File: config.mk
export PLATFORM = sky130hd
export DESIGN_NAME = board_uart_tx
export DESIGN_NICKNAME = d
export VERILOG_FILES = /design/src/rtl/board_uart_tx.sv
export SDC_FILE = /design/constraint.sdc
export NUM_CORES = 1
export LEC_CHECK = 0
export BUFFER_PORTS_ARGS = -buffer_cell sky130_fd_sc_hd__buf_4
export CELL_PAD_IN_SITES_DETAIL_PLACEMENT = 2
export CELL_PAD_IN_SITES_GLOBAL_PLACEMENT = 2
export CORE_MARGIN = 2
export CORE_UTILIZATION = 34
export CTS_CLUSTER_DIAMETER = 50
export DETAILED_ROUTE_END_ITERATION = 16
export GPL_TIMING_DRIVEN = 0
export PLACE_DENSITY_LB_ADDON = 0.1
export SLEW_MARGIN = 0
export SYNTH_ARGS = -nofsm -noshare
export SYNTH_HDL_FRONTEND = slang
export SYNTH_SLANG_ARGS = --single-unit
File: constraint.sdc
create_clock -name clk -period 4 [get_ports clk]
set_clock_uncertainty 0.1 [all_clocks]
set_input_delay 0.4 -clock clk [delete_from_list [all_inputs] [get_ports clk]]
set_output_delay 0.4 -clock clk [all_outputs]
set_load 0.02 [all_outputs]
File: src/rtl/board_uart_tx.sv
// ---------------------------------------------------------------------------
// board_uart_tx
//
// Streams the packed 16-tile game board to a host as a framed UART byte
// sequence (8N1, LSB first, line idles high). A frame goes out automatically
// whenever the (stable) board differs from the last board sent, or when a
// re-send is requested.
//
// Frame: HEADER, tile bytes 0..15, checksum (XOR of the 16 tile bytes).
// Each tile byte is the 16-bit exponent saturated to 8 bits.
//
// Optional feature macro: BOARD_TX_CRLF_EN
//   defined   -> 8'h0D, 8'h0A are appended after the checksum (20 bytes)
//   undefined -> 18-byte frame, no CR/LF logic
//
// Ports:
//   clk         system clock, all logic on the rising edge
//   rst_n       synchronous active-low reset
//   board_in    packed board [0:255]; tile i is board_in[i*16 +: 16]
//   send_req    one-cycle pulse forcing a frame even if the board is unchanged
//   tx          UART transmit line
//   busy        high from the header start bit through the last stop bit
//   frame_done  one-cycle pulse in the cycle after the final stop bit
// ---------------------------------------------------------------------------
module board_uart_tx #(
  parameter int unsigned CLKS_PER_BIT = 868,
  parameter logic [7:0]  HEADER       = 8'hA5
) (
  input  logic         clk,
  input  logic         rst_n,
  input  logic [0:255] board_in,
  input  logic         send_req,
  output logic         tx,
  output logic         busy,
  output logic         frame_done
);

`ifdef BOARD_TX_CRLF_EN
  localparam logic [4:0] LAST_BYTE = 5'd19;
`else
  localparam logic [4:0] LAST_BYTE = 5'd17;
`endif
  localparam logic [15:0] BIT_RELOAD = 16'(CLKS_PER_BIT - 1);

  typedef enum logic [1:0] {IDLE, START, DATA, STOP} state_t;

  state_t       state_q;
  logic [15:0]  bit_cnt_q;
  logic [2:0]   bit_idx_q;
  logic [4:0]   byte_idx_q;
  logic         pending_q;
  logic [0:255] shadow_q;
  logic [0:255] prev_q;
  logic [0:255] frame_q;
  logic         tx_q;
  logic         busy_q;
  logic         done_q;

  logic [7:0]   tile_byte [16];
  logic [7:0]   csum_d;
  logic [7:0]   cur_byte_d;
  logic         stable_d;
  logic         trigger_d;
  logic         bit_end_d;

  // Saturate each 16-bit exponent of the latched frame to one byte.
  genvar gi;
  generate
    for (gi = 0; gi < 16; gi++) begin : g_tile
      logic [15:0] tile_val;
      assign tile_val      = frame_q[gi*16 +: 16];
      assign tile_byte[gi] = (|tile_val[15:8]) ? 8'hFF : tile_val[7:0];
    end
  endgenerate

  always_comb begin
    csum_d = 8'h00;
    for (int i = 0; i < 16; i++) begin
      csum_d = csum_d ^ tile_byte[i];
    end
  end

  // Byte currently on the wire, selected by the frame position.
  always_comb begin
    cur_byte_d = HEADER;
    case (byte_idx_q)
      5'd0:    cur_byte_d = HEADER;
      5'd17:   cur_byte_d = csum_d;
`ifdef BOARD_TX_CRLF_EN
      5'd18:   cur_byte_d = 8'h0D;
      5'd19:   cur_byte_d = 8'h0A;
`endif
      default: cur_byte_d = tile_byte[4'(byte_idx_q - 5'd1)];
    endcase
  end

  // The board is updated from a button-edge domain; only snapshot it once it
  // has held the same value for a full cycle.
  assign stable_d  = (board_in == prev_q);
  assign trigger_d = stable_d && ((board_in != shadow_q) || pending_q || send_req);
  assign bit_end_d = (bit_cnt_q == 16'd0);

  always_ff @(posedge clk) begin
    if (!rst_n) begin
      state_q    <= IDLE;
      bit_cnt_q  <= '0;
      bit_idx_q  <= '0;
      byte_idx_q <= '0;
      pending_q  <= 1'b0;
      shadow_q   <= '0;
      prev_q     <= '0;
      frame_q    <= '0;
      tx_q       <= 1'b1;
      busy_q     <= 1'b0;
      done_q     <= 1'b0;
    end else begin
      prev_q <= board_in;
      done_q <= 1'b0;

      // Requests during a frame merge into a single pending re-send.
      if (state_q != IDLE && send_req) begin
        pending_q <= 1'b1;
      end

      case (state_q)
        IDLE: begin
          if (trigger_d) begin
            frame_q    <= board_in;
            shadow_q   <= board_in;
            pending_q  <= 1'b0;
            byte_idx_q <= '0;
            bit_idx_q  <= '0;
            bit_cnt_q  <= BIT_RELOAD;
            tx_q       <= 1'b0;
            busy_q     <= 1'b1;
            state_q    <= START;
          end else if (send_req) begin
            pending_q <= 1'b1;
          end
        end

        START: begin
          if (bit_end_d) begin
            bit_cnt_q <= BIT_RELOAD;
            bit_idx_q <= '0;
            tx_q      <= cur_byte_d[0];
            state_q   <= DATA;
          end else begin
            bit_cnt_q <= bit_cnt_q - 16'd1;
          end
        end

        DATA: begin
          if (bit_end_d) begin
            bit_cnt_q <= BIT_RELOAD;
            if (bit_idx_q == 3'd7) begin
              tx_q    <= 1'b1;
              state_q <= STOP;
            end else begin
              bit_idx_q <= bit_idx_q + 3'd1;
              tx_q      <= cur_byte_d[bit_idx_q + 3'd1];
            end
          end else begin
            bit_cnt_q <= bit_cnt_q - 16'd1;
          end
        end

        STOP: begin
          // End of the stop bit doubles as the next-byte decision, so bytes
          // follow each other with no idle gap.
          if (bit_end_d) begin
            if (byte_idx_q != LAST_BYTE) begin
              byte_idx_q <= byte_idx_q + 5'd1;
              bit_cnt_q  <= BIT_RELOAD;
              tx_q       <= 1'b0;
              state_q    <= START;
            end else begin
              byte_idx_q <= '0;
              busy_q     <= 1'b0;
              done_q     <= 1'b1;
              state_q    <= IDLE;
            end
          end else begin
            bit_cnt_q <= bit_cnt_q - 16'd1;
          end
        end

        default: state_q <= IDLE;
      endcase
    end
  end

  assign tx         = tx_q;
  assign busy       = busy_q;
  assign frame_done = done_q;

endmodule

## Word-level counts from Yosys, hierarchy flattened

Cells that the tools add are included.
Widths: inputs -> output; s select.

| word-level totals | value |
|---|---|
| bits in registers | 542 |
| bits of input ports | 259 |
| output and inout port bits | 3 |

| operators by class | value |
|---|---|
| add/sub/neg operators | 4 |
| $lt $le $gt $ge | 2 |
| equal/unequal tests | 17 |
| multiplexer cells | 59 |
| bitwise logic cells | 16 |
| reductions and logical operators | 35 |

Operators with widths:

| cell | count |
|---|---|
| $eq 256x256->1 | 1 |
| $ne 256x256->1 | 1 |
| $mux 8 | 18 |
| $reduce_or 8->1 | 16 |
| $xor 8x8->8 | 15 |
| $mux 16 | 4 |
| $pmux 16 s3 | 1 |
| $bmux 8 s4 | 1 |
| $logic_not 16->1 | 1 |
| $mux 1 | 16 |
| $ne 2x2->1 const B | 8 |
| $pmux 8 s2 | 1 |
| $sub 16x1->16 const B | 1 |
| $mux 5 | 3 |
| $reduce_and 5->1 | 3 |
| $mux 3 | 4 |
| $mux 2 | 5 |
| $pmux 5 s2 | 1 |
| $pmux 3 s3 | 1 |
| $pmux 2 s4 | 1 |
| $reduce_and 3->1 | 2 |
| $add 5x1->5 const B | 1 |
| $eq 5x5->1 const B | 1 |
| $ge 5x5->1 const B | 1 |
| other kinds (21) | 26 |

## Logic depth before layout (Yosys ltp)

Gate-level depths: netlist of the first run.

| depth | value |
|---|---|
| depth in word-level cells | 23 |
| gate-level depth with buffers | 15 |
| gate-level depth less buffers | 12 |

## Worst setup path before layout of the first run

No wires, ideal clock.

| timing path | value |
|---|---|
| path kind | flip-flop to flip-flop |
| from | register byte_idx_q[0] |
| to | register tx_q (netlist: tx) |
| library setup time | 0.115 ns |
| arrival time | 3.523 ns |
| setup slack | 0.262 ns |
| cell stages (with the launch flop) | 14 |
| path buffers | 3 |
| clock period less this slack | 3.738 ns |
| cell sequence | dfxtp_1 -> clkbuf_1 -> inv_2 -> buf_1 -> ha_1 -> clkbuf_1 -> xnor2_1 -> mux4_2 -> nand2_1 -> and3_1 -> a311o_1 -> o21ai_0 -> o221ai_1 -> a31o_1 |

| on the way | value |
|---|---|
| longest elaborated chain between the ends | 11 |
| elaborated cells between the ends (all ways) | 17 |

Ends and longest elaborated chain:

| element | RTL line | RTL |
|---|---|---|
| start: declaration | 50 | `logic [4:0] byte_idx_q;` |
| start signal: assignment | 173 | `byte_idx_q <= byte_idx_q + 5'd1;` |
| $sub 4x1->4 | 93 | `default: cur_byte_d = tile_byte[4'(byte_idx_q - 5'd1)];` |
| $not 4->5 (implied by the code) | 93 |  |
| $bmux 8 s4 | 93 |  |
| $mux 8 (implied by the code) (2 in a row) | 93 |  |
| $pmux 8 s2 | 86 | `case (byte_idx_q)` |
| $bmux 1 s3 | 161 | `tx_q <= cur_byte_d[bit_idx_q + 3'd1];` |
| $mux 1 (implied by the code) | 161 |  |
| $mux 1 | 156 | `if (bit_idx_q == 3'd7) begin` |
| $mux 1 | 154 | `if (bit_end_d) begin` |
| $pmux 1 s4 | 125 | `case (state_q)` |
| end signal: assignment | 146 | `tx_q <= cur_byte_d[0];` |
| end signal: assignment | 161 |  |
| end: declaration | 55 | `logic tx_q;` |

Several ways; a longest one is shown, not always the timed one. The select of a mux whose other input is x is not followed.
A chain may end at the register's enable or synchronous reset.

## Final worst setup path of the first run

| timing path | value |
|---|---|
| from | input port board_in[122] in the netlist's numbering |
| to | register bit_cnt_q[7] |

| on the way | value |
|---|---|
| longest elaborated chain between the ends | 6 |
| elaborated cells between the ends (all ways) | 7 |

Ends and longest elaborated chain:

| element | RTL line | RTL |
|---|---|---|
| start: declaration | 31 | `input logic [0:255] board_in,` |
| $ne 256x256->1 | 100 | `assign trigger_d = stable_d && ((board_in != shadow_q) \|\| pending_q \|\| send_req);` |
| $logic_or 1x1->1 (2 in a row) | 100 |  |
| $logic_and 1x1->1 * | 100 |  |
| $ne 2x2->1 (no line) * | -- |  |
| $reduce_and 2->1 (no line) * | -- |  |
| end signal: assignment | 149 | `bit_cnt_q <= bit_cnt_q - 16'd1;` |
| end signal: assignment | 164 | `bit_cnt_q <= bit_cnt_q - 16'd1;` |
| end signal: assignment | 184 | `bit_cnt_q <= bit_cnt_q - 16'd1;` |
| end: declaration | 48 | `logic [15:0] bit_cnt_q;` |

Every way passes the cells marked *; elsewhere a longest branch is shown, timed or not.

==> results of run 1 <==
[area by class of cell]
type | instances | area share
diodes | 25 | 0.00163
plain buffers | 145 | 0.0290
clock buffers | 102 | 0.0594
clock inverters | 43 | 0.0151
inverters | 105 | 0.0103
multi-input cells | 2125 | 0.440
flip-flops and latches | 542 | 0.283
well taps | 1040 | 0.0339
repair buffers | 517 | 0.127
[synthesized netlist by cell type, types with 32 or more instances]
library cell	instances	share of area
a21oi_1	86	0.016
and2_1	192	0.045
clkbuf_1	104	0.015
dfxtp_1	542	0.41
inv_1	100	0.014
mux2i_1	205	0.077
nand2_1	45	0.0063
nand4_1	81	0.019
nor2_1	366	0.052
nor2b_1	39	0.0091
nor3_1	196	0.037
nor4_1	82	0.019
o22ai_1	32	0.0075
or4_1	36	0.010
xnor2_1	354	0.12
xor2_1	190	0.062
[state kept, by name, indices dropped and copies added, names as in the netlist]
register	cells
frame_q	256
prev_q	256
bit_cnt_q	16
byte_idx_q	5
bit_idx_q	3
state_q	2
busy	1
frame_done	1
pending_q	1
tx	1
[how the worst max path moves through the flow]
stage	start	endpoint	slack (ns)	cells past startpoint
6_report	board_in[122]	bit_cnt_q[7]	-0.54	14
5_1_grt	frame_q[55]	frame_q[65]	-0.61	12
4_1_cts	frame_q[151]	tx	-0.04	11
3_5_place_dp	board_in[69]	frame_q[152]	-1.45	13
3_3_place_gp	board_in[72]	frame_q[143]	-1.90	13
2_1_floorplan	byte_idx_q[0]	tx	0.26	13
[worst max-delay path, delay by kind of cell]
| family | cells | cell delay (ns) |
|---|---|---|
| and+or+nand+nor | 6 | 2.15 |
| AOI/OAI and AO/OA | 2 | 0.74 |
| xor gates and xnor gates | 2 | 0.56 |
| buffers and inverters | 4 | 1.08 |
[timing repair]
| action | in CTS | in global routing |
|---|---|---|
| setup endpoints to repair | 285 | 282 |
| cloned | 2 | 19 |
| setup buffers | 12 | 14 |
| pin swaps | 21 | 36 |
| gates resized for setup | 111 | 427 |
| hold buffers | 208 | 0 |
| endpoints found under the hold margin | 343 | 0 |
[per-layer routing]
layer | part of all wire | track usage | up-vias
met2 | 0.42 | 0.754 | 2607
met5 | 0.00072 | 0 | -
met3 | 0.12 | 0.156 | 1036
met4 | 0.11 | 0.366 | 24
met1 | 0.35 | 0.566 | 15400
li1 | - | - | 11200
[logic make-up after synthesis]
logic type               Yosys count
buffers and inverters            252
AND/OR/NAND/NOR                 1111
flip-flops                       542
adder cells (fa/ha/maj)           13
XOR/XNOR                         544
multiplexers                     225
AO/OA/AOI/OAI                    232
[power groups by stage]
stage,clock network (mW),logic (mW),registers [mW]
detailed placement,0,1.47,5.72
finish,8.02,1.95,5.63
global route,8.11,1.90,5.63
global placement,0,1.44,5.71
CTS,7.66,1.70,5.61
floorplan,0,0.489,5.71
[through the flow]
step | hold slack (ns) | power, mW | cells
global route | 0.0210 | 15.6 | 4619
detailed placement | 0.395 | 7.20 | 4221
CTS | 0.00368 | 15.0 | 4587
finish | 0.0133 | 15.6 | 4644
floorplan | 0.371 | 6.19 | 2919
global placement | 0.388 | 7.15 | 4219
==> results.md, run 1 <==
- Status: finished, violations left
- Failing checks: max-capacitance violations, max-slew violations, negative setup slack
- Setup violators final: about 280
- Yosys warns: 0
- Clock transition at the registers of the reported paths: 0.07 ns
- Worst Setup End Kind: register
- 1st-iter DRT viols: 3890
- Synth Area in Compound Gates: 0.0604
- Syn nets: ~3200
- Most frequent cells in the layout: dfxtp_1, nor2_1, xnor2_1
- Root Driver: clkbuf_16
- Slowest CP cell: dlygate4sd3_1
- First-pass GRT wire length: approximately 270000 um
- Clock period minus worst slack: 4.54 ns
- Final period util: 1.13
- Remaining global-route overflow: 0
- Post-Syn Area: ~27000 sq um
- Rows: between 100 and 150
- Clock power frac: 0.514
- Unique cell type count in the Yosys netlist: 69
- Combinational power share: 0.125
- Worst Hold End: frame_q[164]
- Die W: roughly 280 um
- Peak Freq: approximately 0.22 GHz
- Xor/xnor share of the synthesized area: 0.179
- Worst hold start: board_in[164]
- DR WL/cell: around 48 um
- P_sw: around 4.8 mW
- Antenna violations before repair: 35
- CP Launch Type: input pin
- Synth Instances: 2919
- Vias: roughly 30000
- DP Area: 30000 sq um
- Max Root-Sink Buffers: 3
- Sum Neg Setup Slack: -94.96 ns
- Synth Area in Simple Gates: 0.215
- FFs w/ async S/R, synth: 0
- CTS HTree Levels: 3
- Clock Latency Late Sink: 0.69 ns
- Multiplexer share of the synthesized area: 0.0938
- Fin. Hold Viols: 0
- Worst reg-to-reg path cell count: 12
- Post-layout util: 0.494
- Slew Limit Fails: 67
- EDFF count, synth: 0
- Most common cell after layout, fill and taps aside: dfxtp_1
- FF+latch area: about 11000 sq um
- Max cap viols: 6
- Slew @ Worst Pin: around 1.8 ns
- Vias in the first global route: between 30000 and 40000
- Initial core utilization: 0.344
- Largest family of logic cells by synthesized area: simple AND/OR/NAND/NOR gates
- Post-route cell area: 38400 sq um
- Sequence of cells on the critical path: dlygate4sd3_1, buf_4, xnor2_1, nand4_1, nor4_1, nand2_1, or4_1, a311o_2, buf_12, buf_16, a21oi_4, nor4b_4, xnor2_2, nor2_2
- Ratio of cells with drive above 1 in the final layout: 0.227
- Reg2Reg Capture Point: frame_q[65]
- Post-Syn Area per Cell: 9.14 sq um
- RePlAce Congestion: about 1.0
- Worst r2r src: frame_q[167]
- Nets: roughly 3800
- # port buffers: between 200 and 300
- P_int: between 10 and 15 mW
- Final worst-path setup slack: -0.540 ns
- Final ANT Viol Nets: 0
- Die Y: 284 um
- Sequential share of power: 0.361
- Worst Hold Depth: 3
- Worst relative slew slack: -0.199
- Tot GR Track Use: 0.488
- Total wire length: roughly 220000 um
- Clock sinks: ~540
- Post-DP HPWL: approximately 150000 um
- Kind of critical path: in2reg
- Top FF cell, synth: dfxtp_1
- Multi-input gate area: about 17000 sq um
- CTS tree: done
- Pin count of the biggest net entering global routing: 13
- Unrepaired setup endpoints after global routing: yes
- Worst Path Max Fanout: 6
- Sw frac: 0.309
- Reg2reg setup slack: -0.49 ns
- Cts bufs inserted: 81
- Drt pass-1 iters: 7
- CP peak stage delay: 0.56 ns
- Place WS: -1.45 ns
- Synthesized flop and latch total: 542
- DRC: 0
- Core Region: roughly 78000 sq um
- Adder-cell share of the synthesized area: 0.00610
- Worst VDD drop: around 0.00034 V
- Pwr dens: roughly 410 nW/um^2
- CP arrival: between 4 and 5 ns
- Required time of the critical path: around 4.4 ns
- Synthesis-to-finish area growth: 43.8%
- Die area: 80700 sq um
- IO Count: ~260
- Via density: about 6.5
- # fillers: just under 8000
- Register area share after synthesis: 0.407
- Hold Path Class: in2reg
- Static leakage: around 16 nW
Power figures use the tool's default switching activity.
==> run 2: changes to the inputs <==
- ABC_AREA: not set -> 1
- CORE_UTILIZATION: 34 -> 33
==> run 2 against run 1 <==
Net effect:
- the flow finishes with violations (negative setup slack)
- setup slack gained 0.48 ns
- maximum frequency grew 12%
- critical path depth shrank 3
- non-clock buffer count shrank 27
- die area grew 12%
- flip-flop and latch count is the same
- global-route usage shrank 15 points
- power grew 24%
- final area shrank 0.15%
- wire length shrank 30%
- highest routed layer unchanged
==> results.md, run 2 <==
- Status: finished, violations left
- Failing checks: negative setup slack
- Slew @ Worst Pin: between 1 and 1.5 ns
- CP peak stage delay: 0.72 ns
- Post-Syn Area: around 29000 sq um
- Worst Hold Depth: 3
- Unrepaired setup endpoints after global routing: no
- Clock Latency Late Sink: approximately 0.68 ns
- Max cap viols: 0
- Via density: around 5.2
- Static leakage: about 18 nW
- Kind of critical path: reg2reg
- Synth Instances: 3561
- Clock transition at the registers of the reported paths: ~0.06 ns
- Final period util: 1.01
- Root Driver: clkbuf_16
- First-pass GRT wire length: 219000 um
- Sequence of cells on the critical path: xnor2_1, nand4_1, nor4_1, nand4_1, nor2_1, and2_1, nand3_2, nand2_4, buf_6, buf_4, a2bb2oi_1
- Worst VDD drop: 0.000356 V
- Rows: about 110
- Die area: approximately 90000 sq um
- Post-Syn Area per Cell: just over 8 sq um
- Worst hold start: board_in[16]
- Vias in the first global route: 30200
- Slowest CP cell: nor4_1
- Clock period minus worst slack: 4.06 ns
- EDFF count, synth: 0
- CP Launch Type: register
- Initial core utilization: 0.334
- Required time of the critical path: roughly 4.4 ns
- Power Total: 19.4 mW
- Syn nets: about 3800
- IO Count: between 200 and 300
- Register area share after synthesis: 0.374
- Core Region: roughly 87000 sq um
- Final worst-path setup slack: -0.0558 ns
- Tot GR Track Use: 0.339
- Drt pass-1 iters: 5
- Worst Hold End: frame_q[16]
- DP Area: ~32000 sq um
- CTS tree: done
- Worst relative slew slack: 0.228
- Nets: around 4400
- Post-route cell area: between 30000 and 40000 sq um
- Setup violators final: 30
- CTS HTree Levels: 3
- Yosys warns: 0
- DR WL/cell: around 29 um
- Dpl cells: 4976
- FFs w/ async S/R, synth: 0
- Synthesized flop and latch total: ~540
- Synth top area cells: dfxtp_1, nand2_1, xnor2_1
- Die W: between 300 and 400 um
- 1st-iter DRT viols: 1790
- Cts bufs inserted: 89
- Pin count of the biggest net entering global routing: 14
- Reg2reg setup slack: -0.06 ns
- # fillers: between 9000 and 10000
- Slew Limit Fails: 0
- Post-DP HPWL: roughly 120000 um
- Worst reg-to-reg path cell count: 11
- Antenna violations before repair: 5
- Total wire length: between 150000 and 200000 um
- Worst r2r src: prev_q[191]
- Top FF cell, synth: dfxtp_1
- Max Root-Sink Buffers: 3
- Worst Path Max Fanout: 10
- Top cells by count, synth: nand2_1, inv_1, dfxtp_1
- Hold Path Class: in2reg
- Pwr dens: approximately 510 nW/um^2
- Clock sinks: 542
- Most common cell after layout, fill and taps aside: nand2_1
- RePlAce Congestion: about 0.94
- CP arrival: 4.49 ns
- Postcts setup bufs: 0
- Peak Freq: 0.247 GHz
- Most instantiated library cell after synthesis: nand2_1
- Final ANT Viol Nets: 0
- Worst Setup End Kind: register
- Top flop regs: frame_q: 256 flops, prev_q: 256 flops, bit_cnt_q: 16 flops
- Remaining global-route overflow: 0
- Synthesis-to-finish area growth: 31.9%
- Unique cell type count in the Yosys netlist: 47
- Hold_ws: 0.0586 ns
- Non-Filler Instances: 5397
- Reg2Reg Capture Point: frame_q[230]
- Vias: 28000
- Place WS: -0.769 ns
- Most frequent cells in the layout: nand2_1, inv_1, dfxtp_1
- Post-synth top area cell: dfxtp_1
- Die Y: 301 um
- Share of the synthesized area in the top cell type: 0.374
- # port buffers: 260
- Ratio of cells with drive above 1 in the final layout: 0.206
- DRC: 0
- Fin. Hold Viols: 0
- Most used cell, CP: nand4_1
## run 2: changes by cell type after synthesis, moves of 36 or more
cell,change
a22oi_2,+143
a2bb2oi_2,+108
and2_1,-191
clkbuf_1,-58
inv_1,+443
mux2i_1,-205
nand2_1,+740
nand3_1,+149
nor2_1,-221
nor2b_1,-39
nor3_1,-155
or4_1,-36
xnor2_1,-51
## run 2: what timing repair did
item	CTS	global route
endpoints found under the setup margin	271	234
gates cloned	0	0
endpoints found under the hold margin	497	0
hold buffers	253	0
pin swaps	3	2
gates resized for setup	27	25
## run 2: critical path: cells and delay by family (launching register included)
family                    cells  cell delay, ns
buffers and inverters         2            0.59
AOI/OAI and AO/OA             1            0.12
xor gates and xnor gates      1            0.51
and+or+nand+nor               7            2.24
DFF                           1            0.33
## run 2: worst max path at each step
stage | start | endpoint | slack [ns] | cells past startpoint
floorplan | byte_idx_q[0] | tx | 0.93 | 25
global placement | board_in[198] | frame_q[122] | -0.76 | 12
detailed placement | board_in[198] | frame_q[123] | -0.77 | 12
CTS | board_in[139] | frame_q[208] | 0.002 | 13
global route | prev_q[42] | frame_q[230] | 0.01 | 11
finish | prev_q[191] | frame_q[230] | -0.06 | 11
## run 2: layout make-up
type	count	area [sq um]	area share
repair buffers	513	4480	0.117
plain buffers	122	803	0.0210
clock buffers	106	2410	0.0630
multi-input cells	2326	15500	0.404
clock inverters	58	672	0.0175
inverters	570	2140	0.0559
well taps	1155	1450	0.0377
flip-flops and latches	542	10900	0.283
diodes	5	12.5	0.000327
## run 2: power by group
group	total (mW)	internal [mW]	switching, mW	leakage (nW)
clock network	8.11	4.90	3.21	1.49
registers	5.81	5.64	0.172	4.44
logic	5.46	1.75	3.71	12.3
## run 2: routing by layer
| metal | vias to the layer above | wire [um] | part of all wire | track usage |
|---|---|---|---|---|
| li1 | 12700 | - | - | - |
| met1 | 14300 | 65000 | 0.42 | 0.421 |
| met2 | 796 | 75400 | 0.49 | 0.586 |
| met3 | 257 | 7770 | 0.050 | 0.0511 |
| met4 | 2 | 7170 | 0.046 | 0.139 |
| met5 | - | 13 | 0.000084 | 0 |
## run 2: logic make-up after synthesis
| group | after synthesis | share of synthesized area |
|---|---|---|
| XOR/XNOR | 515 | 0.156 |
| adder cells (fa/ha/maj) | 13 | 0.00560 |
| AO/OA/AOI/OAI | 401 | 0.149 |
| buffers and inverters | 693 | 0.101 |
| AND/OR/NAND/NOR | 1397 | 0.215 |
| flip-flops | 542 | 0.374 |
## run 2: stage by stage
stage / setup TNS [ns] / util
3_3_place_gp: -175.68 / 0.373
5_1_grt: 0 / 0.440
2_1_floorplan: 0 / -
6_report: -0.534 / 0.440
3_5_place_dp: -180.88 / 0.373
4_1_cts: 0 / 0.439
